### config.mk
export PLATFORM = sky130hd
export DESIGN_NAME = fetch_controller
export DESIGN_NICKNAME = d
export VERILOG_FILES = /design/src/rtl/fetch_controller.sv
export SDC_FILE = /design/constraint.sdc
export NUM_CORES = 1
export LEC_CHECK = 0
export BUFFER_PORTS_ARGS = -buffer_cell sky130_fd_sc_hd__buf_2
export CORE_ASPECT_RATIO = 0.7
export CORE_MARGIN = 2
export CORE_UTILIZATION = 40
export CTS_CLUSTER_DIAMETER = 40
export DETAILED_ROUTE_END_ITERATION = 16
export GPL_TIMING_DRIVEN = 1
export PLACE_DENSITY = 0.8
export SYNTH_ARGS = -nofsm -noshare
export SYNTH_HDL_FRONTEND = slang
export SYNTH_SLANG_ARGS = --single-unit
### constraint.sdc
create_clock -name clk -period 1.8 [get_ports clk]
set_input_delay 0.09 -clock clk [delete_from_list [all_inputs] [get_ports clk]]
set_output_delay 0.09 -clock clk [all_outputs]
set_load 0.1 [all_outputs]
### src/rtl/fetch_controller.sv
// Fetch sequencer: drives the external program_counter's next value and runs the
// request/grant/response handshake to instruction memory, handing instructions to decode.
module fetch_controller #(
  parameter logic [31:0] RESET_VECTOR = 32'h0000_0000,
  parameter logic [31:0] TRAP_VECTOR  = 32'h0000_0100
) (
  input  logic        clk,
  input  logic        rst,
  input  logic [31:0] pc_cur,
  output logic [31:0] pc_next,
  output logic        imem_req,
  output logic [31:0] imem_addr,
  input  logic        imem_gnt,
  input  logic        imem_rvalid,
  input  logic [31:0] imem_rdata,
  output logic        instr_valid,
  output logic [31:0] instr,
  output logic [31:0] instr_pc,
  input  logic        stall,
  input  logic        redirect_valid,
  input  logic [31:0] redirect_target,
  input  logic        trap
);

  typedef enum logic [2:0] {
    IDLE  = 3'd0,
    REQ   = 3'd1,
    WAIT  = 3'd2,
    VALID = 3'd3,
    DRAIN = 3'd4
  } state_t;

  localparam logic [31:0] NOP = 32'h0000_0013;

  state_t      state_q, state_d;
  logic [31:0] instr_q, instr_d;
  logic [31:0] instr_pc_q, instr_pc_d;
  logic        flush;
  logic [31:0] target_aligned;

  assign flush          = trap | redirect_valid;
  assign target_aligned = {redirect_target[31:2], 2'b00};
  assign imem_addr      = pc_cur;
  assign instr          = instr_q;
  assign instr_pc       = instr_pc_q;

  always_ff @(posedge clk or negedge rst) begin
    if (!rst) begin
      state_q    <= IDLE;
      instr_q    <= NOP;
      instr_pc_q <= 32'h0000_0000;
    end else begin
      state_q    <= state_d;
      instr_q    <= instr_d;
      instr_pc_q <= instr_pc_d;
    end
  end

  // pc_next priority: trap, then redirect, then advance on accepted instruction, else hold.
  always_comb begin
    pc_next = pc_cur;
    if (!rst || state_q == IDLE) begin
      pc_next = RESET_VECTOR;
    end else if (trap) begin
      pc_next = TRAP_VECTOR;
    end else if (redirect_valid) begin
      pc_next = target_aligned;
    end else if (state_q == VALID && !stall) begin
      pc_next = pc_cur + 32'd4;
    end
  end

  always_comb begin
    state_d     = state_q;
    instr_d     = instr_q;
    instr_pc_d  = instr_pc_q;
    imem_req    = 1'b0;
    instr_valid = 1'b0;
    unique case (state_q)
      IDLE: state_d = REQ;
      REQ: begin
        imem_req = 1'b1;
        if (imem_gnt) state_d = flush ? DRAIN : WAIT;
      end
      WAIT: begin
        if (imem_rvalid) begin
          if (flush) begin
            state_d = REQ;
          end else begin
            instr_d    = imem_rdata;
            instr_pc_d = pc_cur;
            state_d    = VALID;
          end
        end else if (flush) begin
          state_d = DRAIN;
        end
      end
      VALID: begin
        instr_valid = 1'b1;
        if (flush || !stall) state_d = REQ;
      end
      DRAIN: begin
        // A granted response is still in flight; swallow it before re-requesting.
        if (imem_rvalid) state_d = REQ;
      end
      default: state_d = IDLE;
    endcase
  end

endmodule

==> flow_summary.toml, run 1 <==
[die]
core_area_sq_um = 9610
boundaryPins = 233
dieArea_sq_um = 10600
die_y_um = 86.9
dieWidth_um = 122
num_rows = 30
start_util = 0.409

[min_path]
hold_path_depth = 2
min_path_type = "in -> reg"

[sta]
grt_setup_unrepaired = "true"
final.min_clock_period_ps = 2150
setup_violations = 79
relSlewSlack = 0.401
fmax_mhz = 466
hold_viol_final = 0
timing.final.crit_share = 1.19
setup_slack_ps = -345
tightest_slew_ps = 899
drv_slew = 0
fin_skew_ps = 9.48

[place]
placed_area_sq_um = 6170
gp_congestion = 0.872
port-buffer-count = 230
hpwl_mm = 10.0

[synthesis]
mappedNetlistNets = 468
ys_types = 47
synthTopCellsByArea = "dfrtp_1, mux2_2, buf_4, xnor2_1, a21oi_1"
synth_cells = 364
synth_edf_count = 0
synthFlopType = "dfrtp_1"
yosys.area.top_type_share = 0.408
netlist_area_sq_um = 3930
post-synth-top-area-cell = "dfrtp_1"
avgSynthCellArea_sq_um = 10.8
seq_area_frac_synth = 0.428
synth-warning-count = 0
async_flop_share = 1.00
yosys-top-cells-count = "dfrtp_1, mux2_2, buf_4"
ys_ff_latch = 67

[cells_and_area]
fin_nets = 745
area_growth_pct = 93.9
final_area_sq_um = 7620
finalCoreUtilization = 0.793
nFillCells = 598
antenna_cells = 0
layout-drive-gt1-share = 0.714

[power_and_ir_drop]
p_sw_mw = 4.94
power_frac_clock = 0.203
power_density_nw_per_um2 = 1230
switching_share = 0.526
combinationalPowerShare = 0.580
leakage_nw = 3.74
ir_drop_v = 0.00117
seq_power_share = 0.217
power.internal_mw = 4.45

[outcome]
outcome = "complete, but fails checks"
violations = "negative setup slack"

[grt]
grt-ovfl-total = 0
track_usage = 0.267
grt_pass1_wl_mm = 21.7
grt_max_degree = 68
antenna_found_initial = 0
grt_pass1_vias = 4111

[routing]
route.detailed.drc = 0
vias = 4126
first_pass_iters = 4
drt_wl_total_mm = 16.3
drtIter0Drc = 171
via_per_inst = 5.33
wl_per_cell_um = 21.0
postRouteAntennaNets = 0

[clock_tree]
root_buffer = "clkbuf_16"
cts_buffer_depth = 2
cts.clk_slew.worst_paths_ps = 50
clock_sinks = 67
cts_buffers = 9
clock_latency_ps = 330
htree_levels = 3
cts_tree = "yes"

[worst_setup_path]
cp.arrival_ps = 2060
crit_path_top_delay_cell = "dfrtp_1"
worst-path-stages = 7
crit_family = "simple AND/OR/NAND/NOR gates"
start_kind = "register"
cp_cell_sequence = "and4bb_2, buf_4, and2_2, nand4_1, xor2_1, a21oi_4, buf_12"
reg2regPathDepth = 8
crit_buf_inv = 2
max_stage_delay_ps = 400
critical_path.max_fanout = 4
cp-end-kind = "output port"
critical_path_class = "reg -> out"
cp_data_required_time_ps = 1710

[job]
maxCapViolations = 0
## stage by stage
step                      power [mW]  setup WS, ps  instances  hold slack [ps]  setup TNS [ps]
after global routing            9.66          -442        774             8.14          -16460
final                           9.39          -345        774             8.02           -9560
after detailed placement        7.01         -77.3        709              326            -656
after CTS                       9.06          -347        757            0.612           -7330
after floorplan                 5.91          -524        364             -206           -7080
after global placement          6.92         -13.9        709              321           -25.7
## layout by cell type, fill, tap and decap left out, drive strengths merged, types with 10 or more instances in the layout
cell         netlist  routed
mux2              64      64
nand2             19      19
a21oi             21      21
dfrtp             64      64
xor2              12      12
xnor2             17      17
buf               45     286
dlygate4sd3        0      28
nor2              10      10
o21ai             23      23
nand3             10      10
clkbuf             9      15
## worst register-to-register path: stages, from the launching register on
cell       delay, ps
dfrtp_2          380
buf_6            120
buf_6            120
nand2_4           60
nor4b_4          300
buf_4            170
buf_8            130
clkbuf_16        160
mux2_4           300
## layer usage
| layer | wire length, um | share of wire | global-route usage |
|---|---|---|---|
| met1 | 6510 | 0.40 | 0.322 |
| met2 | 8440 | 0.52 | 0.472 |
| met3 | 1030 | 0.063 | 0.0726 |
| met4 | 286 | 0.018 | 0.0752 |
| met5 | 0 | 0 | 0 |
## layout make-up
class	count	area (sq um)	share of cell area
Multi-Input combinational cell	241	2830	0.371
Timing Repair Buffer	319	2620	0.344
Sequential cell	67	1680	0.221
Clock buffer	10	229	0.0301
Tap cell	128	160	0.0210
Clock inverter	6	90.1	0.0118
Inverter	3	11.3	0.00148
## flip-flops by register name, indices dropped and copies added, names as in the netlist
signal    cells
instr        32
instr_pc     32
state_q       3
## what timing repair did
| item | in CTS | in global routing |
|---|---|---|
| setup endpoints to repair | 32 | 96 |
| hold buffers | 26 | 2 |
| pin swaps | 15 | 23 |
| gates cloned | 0 | 9 |
| gates resized for setup | 33 | 96 |
| endpoints found under the hold margin | 26 | 2 |
| setup buffers | 7 | 8 |
## cells by family (layout without fill, tap and decap cells)
logic type	count (synthesis)	count (layout)	synth area share
AND/OR/NAND/NOR	92	93	0.154
flip-flops	67	67	0.428
multiplexers	66	66	0.189
buffers and inverters	57	338	0.0908
AO/OA/AOI/OAI	52	52	0.0717
XOR/XNOR	29	29	0.0646
adder cells (fa/ha/maj)	1	1	0.00318
## power groups by stage
| stage | combinational [mW] | sequential [mW] | clock [mW] |
|---|---|---|---|
| final | 5.45 | 2.04 | 1.91 |
| after global routing | 5.58 | 2.07 | 2.01 |
| after CTS | 5.14 | 2.00 | 1.93 |
| after detailed placement | 5.00 | 2.02 | 0 |
| after global placement | 4.93 | 1.99 | 0 |
| after floorplan | 1.79 | 4.11 | 0 |
## path summary, 6_finish.rpt
path	from	end	slack, ps
hold / removal	imem_rdata[28]	instr[28]$_DFFE_PN0P_	8
setup / recovery	state_q[2]$_DFFE_PN0P_	pc_next[9]	-350
min in group asynchronous	rst	state_q[2]$_DFFE_PN0P_	30
hold reg to reg	instr_pc[26]$_DFFE_PN0P_	instr_pc[26]$_DFFE_PN0P_	500
setup reg to reg	state_q[1]$_DFFE_PN0P_	instr[29]$_DFFE_PN0P_	-50
max in group asynchronous	rst	instr[30]$_DFFE_PN0P_	1160
No activity file was read; power rests on OpenSTA's default activity.
==> run 2: changes to the inputs <==
--- a/config.mk
+++ b/config.mk
@@ -8,11 +8,12 @@
 export BUFFER_PORTS_ARGS = -buffer_cell sky130_fd_sc_hd__buf_2
 export CORE_ASPECT_RATIO = 0.7
 export CORE_MARGIN = 2
-export CORE_UTILIZATION = 40
+export CORE_UTILIZATION = 41
+export CTS_BUF_LIST = sky130_fd_sc_hd__clkbuf_2
 export CTS_CLUSTER_DIAMETER = 40
 export DETAILED_ROUTE_END_ITERATION = 16
 export GPL_TIMING_DRIVEN = 1
-export PLACE_DENSITY = 0.8
+export PLACE_DENSITY = 0.81
 export SYNTH_ARGS = -nofsm -noshare
 export SYNTH_HDL_FRONTEND = slang
 export SYNTH_SLANG_ARGS = --single-unit
==> flow_summary.toml, run 2 (synthesis results as in run 1) <==
[min_path]
min_path_type = "in -> reg"
hold_path_depth = 4

[grt]
met2_usage = 0.577
grt_max_degree = 52
use_met3 = 0.0811
antenna_found_initial = 1
met1_usage = 0.342
track_usage = 0.311
grt_pass1_vias = 4676
grt-ovfl-total = 0
grt.busiest_layer = "met2"
grt_pass1_wl_mm = 24.5

[routing]
wl_per_cell_um = 23.8
first_pass_iters = 6
drt_wl_total_mm = 19.7
via_per_inst = 5.64
route.detailed.drc = 0
postRouteAntennaNets = 0
vias = 4655
drtIter0Drc = 306

[cells_and_area]
layout_common_cells = "buf_2, dlygate4sd3_1, mux2_4"
final_cells = 826
finalCoreUtilization = 0.879
fin_nets = 800
nFillCells = 392
layout-drive-gt1-share = 0.690
area_growth_pct = 105
layout.cells.most_common = "buf_2"

[sta]
hold_viol_final = 0
fmax_mhz = 408
timing.final.crit_share = 1.36
drv_slew = 0
fin_skew_ps = 31.1
final.min_clock_period_ps = 2450
worst_hold_slack_ps = 31.2
setup_violations = 97
relSlewSlack = 0.553
final.setup.tns_ps = -24390
tightest_slew_ps = 670
grt_setup_unrepaired = "true"
setup_slack_ps = -650

[power_and_ir_drop]
leakage_nw = 3.91
power_density_nw_per_um2 = 1100
power_mw = 8.83
ir_drop_v = 0.00120

[job]
maxCapViolations = 0

[die]
dieWidth_um = 121
start_util = 0.428
dieArea_sq_um = 10400
num_rows = 29
boundaryPins = 233
die_y_um = 85.9
core_area_sq_um = 9180

[place]
port-buffer-count = 230
dp.cells = 705
gp_congestion = 0.875
hpwl_mm = 10.4

[worst_setup_path]
reg2regPathDepth = 7
crit_path_top_delay_cell = "dfrtp_1"
max_stage_delay_ps = 460
cp-end-kind = "output port"
cp_cell_sequence = "and4bb_2, and4_4, nor4b_4, xnor2_2, a21oi_4, buf_12"
start_kind = "register"
cp_data_required_time_ps = 1710
critical_path_class = "reg -> out"
cp.arrival_ps = 2360
critical_path.max_fanout = 5

[outcome]
outcome = "complete, but fails checks"
violations = "negative setup slack"

[clock_tree]
clock_latency_ps = 590
htree_levels = 3
root_buffer = "clkbuf_2"
clock_sinks = 67
cts_tree = "yes"
cts.clk_slew.worst_paths_ps = 220
cts_buffer_depth = 2
cts_buffers = 9
## run 2: routing by layer
metal / part of all wire / wire length [um] / vias to the layer above
met1: 0.35 / 6970 / 2312
met3: 0.087 / 1700 / 82
met4: 0.042 / 820 / 0
met5: 0 / 0 / -
met2: 0.52 / 10200 / 320
li1: - / - / 1941
## run 2: through the flow
stage               cell area, sq um  setup slack (ps)
floorplan                       4360              -524
global placement                6140             -17.7
detailed placement              6140             -72.5
CTS                             7400              -645
global route                    8070              -737
finish                          8070              -650
## run 2: final timing paths
check	end	slack (ps)	startpoint
worst min register to register	instr[26]$_DFFE_PN0P_	540	instr[26]$_DFFE_PN0P_
worst max register to register	instr[7]$_DFFE_PN0P_	-160	state_q[0]$_DFFE_PN0P_
worst max-delay path	pc_next[25]	-650	state_q[2]$_DFFE_PN0P_
min in group asynchronous	instr[14]$_DFFE_PN0P_	90	rst
max in group asynchronous	instr[23]$_DFFE_PN0P_	710	rst
worst min-delay path	state_q[0]$_DFFE_PN0P_	30	imem_gnt
## run 2: repair_timing
item | CTS | global route
resized for setup | 77 | 96
pin swaps | 21 | 17
hold buffers | 70 | 0
setup endpoints to repair | 34 | 98
endpoints found under the hold margin | 83 | 0
buffers inserted | 14 | 13
cloned | 2 | 11
## run 2: final cells by class
type,instances,area [sq um],share of cell area
Timing Repair Buffer,374,3250,0.403
Multi-Input combinational cell,241,2850,0.353
Sequential cell,67,1680,0.209
Tap cell,124,155,0.0192
Clock inverter,6,66.3,0.00822
Clock buffer,10,50.0,0.00620
Inverter,3,11.3,0.00140
Antenna cell,1,2.50,0.000310
## run 2: power by group
part | switching (mW) | internal (mW)
sequential | 0.227 | 1.82
combinational | 4.17 | 1.63
clock | 0.657 | 0.332
## run 2: critical path: cells and delay by family (launching register included)
kind	cells	cell delay, ps
AOI/OAI and AO/OA	1	160
xor gates and xnor gates	1	130
and+or+nand+nor	3	870
buffers and inverters	1	190
DFF	1	460
==> run 3: changes to the inputs <==
--- a/config.mk
+++ b/config.mk
@@ -6,14 +6,16 @@
 export NUM_CORES = 1
 export LEC_CHECK = 0
 export BUFFER_PORTS_ARGS = -buffer_cell sky130_fd_sc_hd__buf_2
+export CELL_PAD_IN_SITES_DETAIL_PLACEMENT = 0
+export CELL_PAD_IN_SITES_GLOBAL_PLACEMENT = 1
 export CORE_ASPECT_RATIO = 0.7
 export CORE_MARGIN = 2
-export CORE_UTILIZATION = 41
+export CORE_UTILIZATION = 30
 export CTS_BUF_LIST = sky130_fd_sc_hd__clkbuf_2
 export CTS_CLUSTER_DIAMETER = 40
 export DETAILED_ROUTE_END_ITERATION = 16
 export GPL_TIMING_DRIVEN = 1
-export PLACE_DENSITY = 0.81
+export PLACE_DENSITY = 0.82
 export SYNTH_ARGS = -nofsm -noshare
 export SYNTH_HDL_FRONTEND = slang
 export SYNTH_SLANG_ARGS = --single-unit
==> flow_summary.toml, run 3 (synthesis results as in run 1) <==
[outcome]
outcome = "complete, but fails checks"
violations = "negative setup slack"

[job]
maxCapViolations = 0

[cells_and_area]
layout.cells.most_common = "buf_2"
layout-drive-gt1-share = 0.690
finalCoreUtilization = 0.644
fin_nets = 793
layout_common_cells = "buf_2, dlygate4sd3_1, mux2_4"
final_cells = 858
area_growth_pct = 106
final_area_sq_um = 8110

[die]
dieArea_sq_um = 14000
num_rows = 34
die_y_um = 99.7
core_area_sq_um = 12600
boundaryPins = 233
start_util = 0.312
dieWidth_um = 141

[routing]
first_pass_iters = 4
wl_per_cell_um = 20.0
vias = 4204
drtIter0Drc = 212
via_per_inst = 4.90
drt_wl_total_mm = 17.2
postRouteAntennaNets = 0
route.detailed.drc = 0

[worst_setup_path]
start_kind = "register"
critical_path.max_fanout = 5
reg2regPathDepth = 10
crit_buf_inv = 1
r2r_slack_ps = -260
max_stage_delay_ps = 430
cp_data_required_time_ps = 1710
cp_cell_sequence = "and4bb_2, and4_4, nor4b_4, xnor2_2, o21ai_4, buf_12"
reg2reg_from = "state_q[2]$_DFFE_PN0P_"
critical_path_class = "reg -> out"
cp.arrival_ps = 2290
crit_family = "simple AND/OR/NAND/NOR gates"
reg2reg_to = "instr_pc[19]$_DFFE_PN0P_"
cp-end-kind = "output port"
crit_path_top_delay_cell = "dfrtp_1"

[grt]
track_usage = 0.245
antenna_found_initial = 1
grt-ovfl-total = 0
grt_max_degree = 51
grt_pass1_wl_mm = 26.1
grt_pass1_vias = 4576

[sta]
relSlewSlack = 0.567
final.min_clock_period_ps = 2380
setup_violations = 97
fin_skew_ps = 31.3
hold_viol_final = 0
tightest_slew_ps = 650
grt_setup_unrepaired = "true"
setup_slack_ps = -582
drv_slew = 0
final.setup.tns_ps = -23420
fmax_mhz = 420
timing.final.crit_share = 1.32

[clock_tree]
cts_tree = "yes"
clock_latency_ps = 540
clock_sinks = 67
htree_levels = 3
cts_buffers = 9
root_buffer = "clkbuf_2"
cts.clk_slew.worst_paths_ps = 210
cts_buffer_depth = 2

[place]
dp.cells = 750
port-buffer-count = 230
gp_congestion = 0.823
hpwl_mm = 11.1
placed_area_sq_um = 6260

[min_path]
holdPathEnd = "instr_pc[11]$_DFFE_PN0P_"
min_from = "pc_cur[11]"
hold_path_depth = 3
min_path_type = "in -> reg"

[power_and_ir_drop]
ir_drop_v = 0.000699
power_density_nw_per_um2 = 1080
leakage_nw = 3.89
run 3: changes by cell type in the layout (fill, tap and decap cells not counted), moves of 3 or more:
| cell | before | now |
|---|---|---|
| buf_16 | 2 | 5 |
| o21ai_4 | 7 | 13 |
| o21ai_2 | 12 | 6 |
| clkbuf_16 | 6 | 0 |
| buf_12 | 41 | 44 |
| buf_6 | 19 | 14 |
run 3: tightest hold or removal path, stage by stage:
cell and delay [ps]:
buf_2 170, buf_4 160, mux2_4 140
run 3: cell type report:
class	instances	area [sq um]
inverter	3	11.3
timing repair buffer	368	3180
multi-input combinational	240	2900
tap	162	203
sequential	67	1680
fill	959	4480
clock inverter	7	82.6
clock buffer	9	45.0
antenna	2	5.00
run 3: timing repair:
item                       4_1_cts  5_1_grt
cloned                           8        1
buffers inserted                18        7
pin swaps                       14       10
resized for setup              146       51
hold endpoints to repair        83        0
setup endpoints to repair       98       99
hold buffers                    68        0
run 3: per-layer routing:
layer,track usage,share of wire
met1,0.307,0.42
met2,0.432,0.49
met3,0.0549,0.065
met4,0.0654,0.019
met5,0,0
run 3: metrics by stage:
stage	setup WS (ps)	hold WS, ps	power (mW)
after global placement	-137	145	6.98
final	-582	90.3	8.73
after detailed placement	-202	151	7.05
after CTS	-617	12.3	8.66
after global routing	-739	26.7	9.01
after floorplan	-524	-206	5.91
run 3: worst max-delay path by stage:
stage	start	end	slack, ps	depth (start not counted)
after floorplan	state_q[2]$_DFFE_PN0P_	pc_next[8]	-520	7
after global placement	state_q[1]$_DFFE_PN0P_	instr[14]$_DFFE_PN0P_	-140	6
after detailed placement	pc_cur[17]	pc_next[29]	-200	8
after CTS	state_q[2]$_DFFE_PN0P_	pc_next[29]	-620	6
after global routing	state_q[2]$_DFFE_PN0P_	pc_next[29]	-740	6
final	state_q[2]$_DFFE_PN0P_	pc_next[29]	-580	6
run 3: power by group:
part | leakage (nW) | total [mW] | internal (mW) | switching, mW
Clock | 0.0715 | 0.995 | 0.344 | 0.651
Combinational | 2.91 | 5.71 | 1.58 | 4.13
Sequential | 0.906 | 2.02 | 1.82 | 0.193
